==> config.mk <==
export PLATFORM = sky130hd
export DESIGN_NAME = cpu_fsm_param
export DESIGN_NICKNAME = d
export VERILOG_FILES = /design/src/rtl/cpu_fsm_param.sv
export SDC_FILE = /design/constraint.sdc
export NUM_CORES = 2
export LEC_CHECK = 0
export CAP_MARGIN = 20
export CORE_UTILIZATION = 45
export DETAILED_ROUTE_END_ITERATION = 7
export GPL_ROUTABILITY_DRIVEN = 0
export PLACE_DENSITY = 0.58
export SYNTH_ARGS = -nofsm -noshare
export SYNTH_HDL_FRONTEND = slang
export SYNTH_SLANG_ARGS = --single-unit
==> constraint.sdc <==
create_clock -name clk -period 17.8 [get_ports clk]
set_input_delay 3.56 -clock clk [delete_from_list [all_inputs] [get_ports clk]]
set_output_delay 3.56 -clock clk [all_outputs]
set_load 0.01 [all_outputs]
==> src/rtl/cpu_fsm_param.sv <==
// Control core for the switch/button calculator CPU: latches an instruction on a send press,
// executes it on an internal register file and hands the result to the LCD driver.
module cpu_fsm_param #(
  parameter int DATA_W   = 16,
  parameter int NUM_REGS = 16,
  parameter int IMM_W    = 7,
  localparam int ADDR_W  = $clog2(NUM_REGS)
) (
  input  logic              clk,
  input  logic              rst_n,
  input  logic              btn_power,
  input  logic              btn_send,
  input  logic [2:0]        opcode,
  input  logic [ADDR_W-1:0] rd,
  input  logic [ADDR_W-1:0] rs1,
  input  logic [IMM_W-1:0]  rs2_imm,
  input  logic              lcd_busy,
  output logic              lcd_start,
  output logic [2:0]        lcd_op,
  output logic [ADDR_W-1:0] lcd_rd,
  output logic [DATA_W-1:0] lcd_value,
  output logic              lcd_ovf,
  output logic              powered,
  output logic [3:0]        state_o
);

  typedef enum logic [3:0] {
    S_OFF      = 4'd0,
    S_INIT     = 4'd1,
    S_WAIT     = 4'd2,
    S_FETCH    = 4'd3,
    S_DECODE   = 4'd4,
    S_EXEC     = 4'd5,
    S_WB       = 4'd6,
    S_LCD_PREP = 4'd7,
    S_LCD_SHOW = 4'd8
  } state_t;

  localparam logic [2:0] OP_LOAD    = 3'b000;
  localparam logic [2:0] OP_ADD     = 3'b001;
  localparam logic [2:0] OP_ADDI    = 3'b010;
  localparam logic [2:0] OP_SUB     = 3'b011;
  localparam logic [2:0] OP_SUBI    = 3'b100;
  localparam logic [2:0] OP_MUL     = 3'b101;
  localparam logic [2:0] OP_CLEAR   = 3'b110;
  localparam logic [2:0] OP_DISPLAY = 3'b111;

  localparam logic [ADDR_W-1:0] LAST_REG = ADDR_W'(NUM_REGS - 1);

  function automatic logic signed [DATA_W-1:0] sext_imm(input logic [IMM_W-1:0] imm);
    return DATA_W'($signed(imm));
  endfunction

  function automatic logic add_ovf(input logic signed [DATA_W-1:0] a, input logic signed [DATA_W-1:0] b,
                                   input logic signed [DATA_W-1:0] s);
    return (a[DATA_W-1] == b[DATA_W-1]) && (s[DATA_W-1] != a[DATA_W-1]);
  endfunction

  function automatic logic sub_ovf(input logic signed [DATA_W-1:0] a, input logic signed [DATA_W-1:0] b,
                                   input logic signed [DATA_W-1:0] d);
    return (a[DATA_W-1] != b[DATA_W-1]) && (d[DATA_W-1] != a[DATA_W-1]);
  endfunction

  // The product fits only if every bit above the result width repeats its sign bit.
  function automatic logic mul_ovf(input logic signed [2*DATA_W-1:0] p);
    return !((&p[2*DATA_W-1:DATA_W-1]) || !(|p[2*DATA_W-1:DATA_W-1]));
  endfunction

  state_t                    state;
  logic [ADDR_W-1:0]         clr_cnt;
  logic                      pwr_sync_p0, pwr_sync_p1, pwr_sync_p2;
  logic                      send_sync_p0, send_sync_p1, send_sync_p2;
  logic                      pwr_p, send_p, wb_en;

  logic signed [DATA_W-1:0]  rf [NUM_REGS];
  logic [2:0]                op_p0;
  logic [ADDR_W-1:0]         rd_p0, rs1_p0;
  logic [IMM_W-1:0]          imm_p0;
  logic signed [DATA_W-1:0]  opa_p1, opb_p1;
  logic signed [DATA_W-1:0]  res_p2;
  logic                      ovf_p2;

  logic signed [2*DATA_W-1:0] prod;
  logic signed [DATA_W-1:0]   alu_res;
  logic                       alu_ovf;

  // Button synchronizers and rising-edge detectors
  always_ff @(posedge clk or negedge rst_n) begin
    if (!rst_n) begin
      pwr_sync_p0  <= 1'b0;
      pwr_sync_p1  <= 1'b0;
      pwr_sync_p2  <= 1'b0;
      send_sync_p0 <= 1'b0;
      send_sync_p1 <= 1'b0;
      send_sync_p2 <= 1'b0;
    end else begin
      pwr_sync_p0  <= btn_power;
      pwr_sync_p1  <= pwr_sync_p0;
      pwr_sync_p2  <= pwr_sync_p1;
      send_sync_p0 <= btn_send;
      send_sync_p1 <= send_sync_p0;
      send_sync_p2 <= send_sync_p1;
    end
  end

  assign pwr_p   = pwr_sync_p1 & ~pwr_sync_p2;
  assign send_p  = send_sync_p1 & ~send_sync_p2;
  assign wb_en   = (state == S_WB) && !pwr_p;
  assign state_o = state;

  // Fetch -> decode -> execute datapath stages
  always_ff @(posedge clk) begin
    if (state == S_FETCH) begin
      op_p0  <= opcode;
      rd_p0  <= rd;
      rs1_p0 <= rs1;
      imm_p0 <= rs2_imm;
    end
    if (state == S_DECODE) begin
      opa_p1 <= (op_p0 == OP_DISPLAY) ? rf[rd_p0] : rf[rs1_p0];
      opb_p1 <= (op_p0 == OP_ADD || op_p0 == OP_SUB) ? rf[imm_p0[ADDR_W-1:0]] : sext_imm(imm_p0);
    end
    if (state == S_EXEC) begin
      res_p2 <= alu_res;
      ovf_p2 <= alu_ovf;
    end
  end

  always_comb begin
    prod    = (2*DATA_W)'(opa_p1) * (2*DATA_W)'(opb_p1);
    alu_res = '0;
    alu_ovf = 1'b0;
    case (op_p0)
      OP_LOAD: alu_res = opb_p1;
      OP_ADD, OP_ADDI: begin
        alu_res = opa_p1 + opb_p1;
        alu_ovf = add_ovf(opa_p1, opb_p1, alu_res);
      end
      OP_SUB, OP_SUBI: begin
        alu_res = opa_p1 - opb_p1;
        alu_ovf = sub_ovf(opa_p1, opb_p1, alu_res);
      end
      OP_MUL: begin
        alu_res = prod[DATA_W-1:0];
        alu_ovf = mul_ovf(prod);
      end
      OP_CLEAR: alu_res = '0;
      default:  alu_res = opa_p1;
    endcase
  end

  // Register file: INIT clears one entry per cycle, CLEAR wipes all in the WB cycle
  always_ff @(posedge clk) begin
    if (state == S_INIT) begin
      rf[clr_cnt] <= '0;
    end else if (wb_en) begin
      if (op_p0 == OP_CLEAR) begin
        for (int i = 0; i < NUM_REGS; i++) rf[i] <= '0;
      end else if (op_p0 != OP_DISPLAY) begin
        rf[rd_p0] <= res_p2;
      end
    end
  end

  // Control FSM; a power press outside OFF aborts whatever is in flight
  always_ff @(posedge clk or negedge rst_n) begin
    if (!rst_n) begin
      state     <= S_OFF;
      powered   <= 1'b0;
      lcd_start <= 1'b0;
      lcd_op    <= '0;
      lcd_rd    <= '0;
      lcd_value <= '0;
      lcd_ovf   <= 1'b0;
      clr_cnt   <= '0;
    end else if (pwr_p && state != S_OFF) begin
      state     <= S_OFF;
      powered   <= 1'b0;
      lcd_start <= 1'b0;
    end else begin
      lcd_start <= 1'b0;
      case (state)
        S_OFF: begin
          if (pwr_p) begin
            state   <= S_INIT;
            powered <= 1'b1;
            clr_cnt <= '0;
          end
        end
        S_INIT: begin
          clr_cnt <= clr_cnt + 1'b1;
          if (clr_cnt == LAST_REG) begin
            state     <= S_LCD_PREP;
            lcd_start <= 1'b1;
            lcd_op    <= OP_CLEAR;
            lcd_rd    <= '0;
            lcd_value <= '0;
            lcd_ovf   <= 1'b0;
          end
        end
        S_WAIT:     if (send_p) state <= S_FETCH;
        S_FETCH:    state <= S_DECODE;
        S_DECODE:   state <= S_EXEC;
        S_EXEC:     state <= S_WB;
        S_WB: begin
          state     <= S_LCD_PREP;
          lcd_start <= 1'b1;
          lcd_op    <= op_p0;
          lcd_rd    <= rd_p0;
          lcd_value <= res_p2;
          lcd_ovf   <= ovf_p2;
        end
        S_LCD_PREP: state <= S_LCD_SHOW;
        S_LCD_SHOW: if (!lcd_busy) state <= S_WAIT;
        default:    state <= S_OFF;
      endcase
    end
  end

endmodule
### Word level (Yosys, flattened, before mapping)

Memory sizes are Yosys's and may differ from the RTL's. A register that Yosys moved wholly into a read port is not among the register bits.
Cells that the tools add are included.

* add/subtract/negate cells: 3
* multipliers: 1
* eq/ne operators: 27
* muxes and demuxes: 46
* bitwise logic cells: 5
* reductions and logical operators: 26

Operators with widths (count)
* $mux 16: 5
* $pmux 16 s5: 1
* $mux 4: 12
* $pmux 4 s9: 1
* $mul 16x16->32: 1
* $pmux 16 s2: 1
* $reduce_or 16->1: 2
* $mux 1: 19
* $reduce_and 17->1: 1
* $reduce_or 17->1: 1
* $add 16x16->16: 1
* $eq 4x3->1 const B: 4
* $pmux 4 s2: 2
* $sub 16x16->16: 1
* $eq 3x3->1 const B: 4
* $ne 3x3->1 const B: 4
* $eq 4x2->1 const B: 2
* $eq 4x4->1 const B: 2
* $reduce_bool 2->1: 4
* $eq 3x2->1 const B: 2
* $pmux 3 s2: 1
* $reduce_and 3->1: 2
* $add 4x1->4 const B: 1
* $eq 4x1->1 const B: 1
* other kinds (20): 33

* register bits: 107
* memory bits (writable): 256
* bits of input ports: 23
* memories kept: 1

Memory list
* rf: depth 16, bits a word 16, read ports 3, clocked after Yosys merged registers in 3, write ports 16, line 75 `logic signed [DATA_W-1:0] rf [NUM_REGS];`

### Logic depth before layout (Yosys ltp)

* word-level depth: 10
* depth in mapped cells: 26

### Least setup slack after synthesis

No wires, ideal clock.

* path kind: register -> register
* start point: reg opb_p1[1]
* end point: reg ovf_p2, data pin
* data arrival time: 6.826 ns
* setup slack: 10.718 ns
* stages on the path, launching flop included: 23
* period minus slack after synthesis: 7.082 ns
* cell sequence: edfxtp_1 -> clkbuf_1 -> and2_1 -> fa_1 -> inv_1 -> fa_1 -> fa_1 -> fa_1 -> fa_1 -> fa_1 -> inv_1 -> ha_1 -> buf_2 -> a21oi_1 -> o22ai_1 -> nor2_1 -> o22ai_1 -> o41ai_1 -> xor2_1 -> nand4b_1 -> or4_1 -> or4b_1 -> a41o_1

* longest elaborated chain between the ends: 6
* elaborated cells on any way between the ends: 13
* those cells by class: add/sub (2); mul (1); eq/ne (2); mux (1); reduce/logical (7)

Ends and longest elaborated chain
* start, declared: line 79 `logic signed [DATA_W-1:0] opa_p1, opb_p1;`
* start signal, assigned: line 121 `opb_p1 <= (op_p0 == OP_ADD || op_p0 == OP_SUB) ? rf[imm_p0[ADDR_W-1:0]] : sext_imm(imm_p0);`
* $mul 16x16->32: line 130 `prod = (2*DATA_W)'(opa_p1) * (2*DATA_W)'(opb_p1);`
* $reduce_or 17->1: line 66 `return !((&p[2*DATA_W-1:DATA_W-1]) || !(|p[2*DATA_W-1:DATA_W-1]));`
* $logic_not 1->1: line 66
* $logic_or 1x1->1: line 66
* $logic_not 1->1: line 66
* $pmux 1 s3 (*): line 133 `case (op_p0)`
* net alu_ovf: line 85 `logic alu_ovf;`
* end signal, assigned: line 125 `ovf_p2 <= alu_ovf;`
* end, declared: line 81 `logic ovf_p2;`

Mark *: on every way through the listed nets, which the timed path passes. The rest lies on a longest branch.
A chain may end at the register's enable or synchronous reset.

### Worst setup path after layout

* start point: reg opa_p1[15]
* end point: reg ovf_p2, data pin

* longest elaborated chain between the ends: 6
* elaborated cells on any way between the ends: 15
* those cells by class: add/sub (2); mul (1); eq/ne (4); mux (1); reduce/logical (7)

Ends and longest elaborated chain
* start, declared: line 79
* start signal, assigned: line 120 `opa_p1 <= (op_p0 == OP_DISPLAY) ? rf[rd_p0] : rf[rs1_p0];`
* $mul 16x16->32: line 130
* $reduce_or 17->1: line 66
* $logic_not 1->1: line 66
* $logic_or 1x1->1: line 66
* $logic_not 1->1: line 66
* $pmux 1 s3 (*): line 133
* net alu_ovf: line 85

Marks and branches as above.

==> impl_metrics.json <==
{
  "synth.area.top_cells": "mux4_2 17%, dfxtp_1 17%, fa_1 17%, edfxtp_1 6.5%, mux2i_1 5.9%",
  "rsz0062_at_grt": "no",
  "cts.sinks": 375,
  "clkTransAtPathRegs_ns": 0.08,
  "syn_area_um2": 31000,
  "syn_nets": 3401,
  "startpoint_type": "flip-flop",
  "std_cell_rows": 95,
  "fillers": 6159,
  "crit_path_max_fanout": 15,
  "synthFlopType": "dfxtp_1",
  "arrival_ns": 8.27,
  "cts_hold_buf": 0,
  "via_count": 23100,
  "drtIter0Drc": 2234,
  "cts_root_buf": "clkbuf_16",
  "drt_first_pass_iters": 6,
  "maxSlewHeadroom": 0.284,
  "maxCapViolCount": 0,
  "n_antenna_cell": 0,
  "grt-ovfl-total": 0,
  "drc": 0,
  "async_flop_share": 0.107,
  "yosysWarnings": 0,
  "die_w_um": 264,
  "numCtsBuffers": 43,
  "synth_edf_count": 67,
  "initial_core_util": 0.458,
  "dieArea_um2": 70000,
  "htreeDepth": 2,
  "synthTopCellsByCount": "425 x nor2_1, 302 x inv_1, 268 x dfxtp_1, 264 x fa_1, 252 x nand2_1",
  "outcome": "finished clean",
  "setup-tns-final_ns": 0,
  "dp.final_hpwl_um": 63000,
  "fin_crit_ns": 7.92,
  "reg2reg_slack_ns": 9.88,
  "fin_crit_sh": 0.445,
  "ys_seq_area_frac": 0.270,
  "wl_per_cell_um": 23.8,
  "crit_type": "reg -> reg",
  "syn_to_final_growth_pct": 8.56,
  "clockBufferDepth": 3,
  "grt_usage": 0.266,
  "totalWireLength_um": 91700,
  "endpoint_kind": "flip-flop",
  "slew_violations": 0,
  "synthCells": 3000,
  "clk_latency_ns": 0.59,
  "grt_pass1_wl_um": 142000,
  "avgSynthCellArea_um2": 10.3,
  "cts_tree": "yes",
  "tightest_slew_ns": 1.07,
  "final_nets": 3344,
  "core_um2": 67600,
  "setup_viol": 0,
  "antenna_found_initial": 2,
  "viasPerCell": 6.00,
  "synth_top_cell_by_area": "mux4_2",
  "post_cts_buffers": 0,
  "drive_gt1_frac": 0.145,
  "ys_ff_latch": 375,
  "hold_violations": 0,
  "clock-skew-final_ns": 0.0235,
  "synthDistinctLibCells": 73,
  "final_antenna_net_count": 0,
  "fmaxAchievable_mhz": 126,
  "grt_pass1_vias": 23700,
  "cts_resized": 0,
  "io_buffers": 52,
  "synth_most_common_cell": "nor2_1",
  "hp-class": "reg -> reg",
  "die_h_um": 264,
  "final_core_util": 0.498,
  "cp.required_ns": 18.15,
  "synth.top_cell.area_share": 0.174,
  "grt_max_degree": 105,
  "num_io_pins": 53
}
==> layout by cell type, fill, tap and decap left out, drive strengths merged, types with 7 or more instances in the layout <==
master,Yosys,routed
nor2,425,425
inv,302,306
dfxtp,268,268
fa,264,264
nand2,252,252
mux4,240,240
mux2i,184,184
a21oi,133,133
ha,114,114
and2,103,103
o21ai,74,74
edfxtp,67,67
clkbuf,152,60
clkdlybuf4s50,0,51
buf,49,48
dfrtp,40,40
nand3,38,38
mux2,32,32
nand2b,27,27
nor3,27,27
xnor2,22,22
a31oi,20,20
a21o,15,15
and3,12,12
clkinv,1,11
xor2,10,10
o22ai,9,9
or3,8,8
o211ai,8,8
o21a,7,7
==> critical path: stages, from the launching register on <==
cell and delay [ns]:
edfxtp_1 0.70, clkinv_1 0.43, nor2_1 0.39, fa_1 0.54
fa_1 0.47, inv_1 0.31, fa_1 0.51, fa_1 0.57
fa_1 0.43, fa_1 0.49, inv_1 0.04, ha_1 0.34
a211o_1 0.30, a311oi_1 0.29, o221ai_2 0.20, a2111oi_4 0.36
nor3_1 0.09, or3b_1 0.40, a31oi_1 0.14, or4b_1 0.44
a41o_1 0.24
==> kinds of logic after synthesis <==
family,Yosys count,share of synthesized area
AOI/OAI and AO/OA,332,0.0669
xor gates and xnor gates,32,0.00904
adders and majority gates,378,0.216
buffers and inverters,504,0.0616
DFF,375,0.270
muxes,456,0.245
and+or+nand+nor,923,0.130
==> final timing paths <==
check                                  startpoint                      to  cells past startpoint
max reg2reg                  opa_p1[15]$_DFFE_PP_        ovf_p2$_DFFE_PP_                     20
min in group asynchronous                   rst_n   lcd_rd[2]$_DFFE_PN0P_                      1
max                          opa_p1[15]$_DFFE_PP_        ovf_p2$_DFFE_PP_                     20
max in group asynchronous                   rst_n  state_o[0]$_DFFE_PN0P_                      2
min reg2reg                send_sync_p0$_DFF_PN0_  send_sync_p1$_DFF_PN0_                      0
min                        send_sync_p0$_DFF_PN0_  send_sync_p1$_DFF_PN0_                      0
==> state kept, by name, summed over array words and instances (netlist names), 3 cells and up, named ones only <==
signal	count
rd_p0	4
opb_p1	16
rf	256
clr_cnt	4
state_o	4
imm_p0	7
op_p0	3
lcd_value	16
lcd_rd	4
res_p2	16
lcd_op	3
opa_p1	16
rs1_p0	4
==> routing by layer <==
layer / share of wire / track usage / vias up
li1: - / - / 10200
met1: 0.41 / 0.353 / 11800
met2: 0.48 / 0.442 / 890
met3: 0.070 / 0.0417 / 206
met4: 0.036 / 0.0976 / 4
met5: 0.00027 / 0 / -
==> cell type report <==
| type | count | area [µm²] | area share |
|---|---|---|---|
| clock buffer | 60 | 1220 | 0.0362 |
| clock inverter | 15 | 131 | 0.00390 |
| inverter | 303 | 1140 | 0.0338 |
| multi-input combinational | 2121 | 20800 | 0.617 |
| sequential | 375 | 8400 | 0.250 |
| tap | 873 | 1090 | 0.0325 |
| timing repair buffer | 99 | 901 | 0.0268 |
==> stage by stage <==
step,cell area [µm²],hold slack (ns),setup slack [ns],std cells
after global routing,33700,0.369,9.47,3846
after CTS,33600,0.359,9.90,3844
after global placement,32300,0.336,10.02,3768
after floorplan,31000,0.331,10.72,3000
after detailed placement,32300,0.346,9.90,3769
final,33700,0.359,9.88,3846
Power is not shown: default switching activity piles up to over one toggle a cycle in this logic, so the estimate is an artifact.
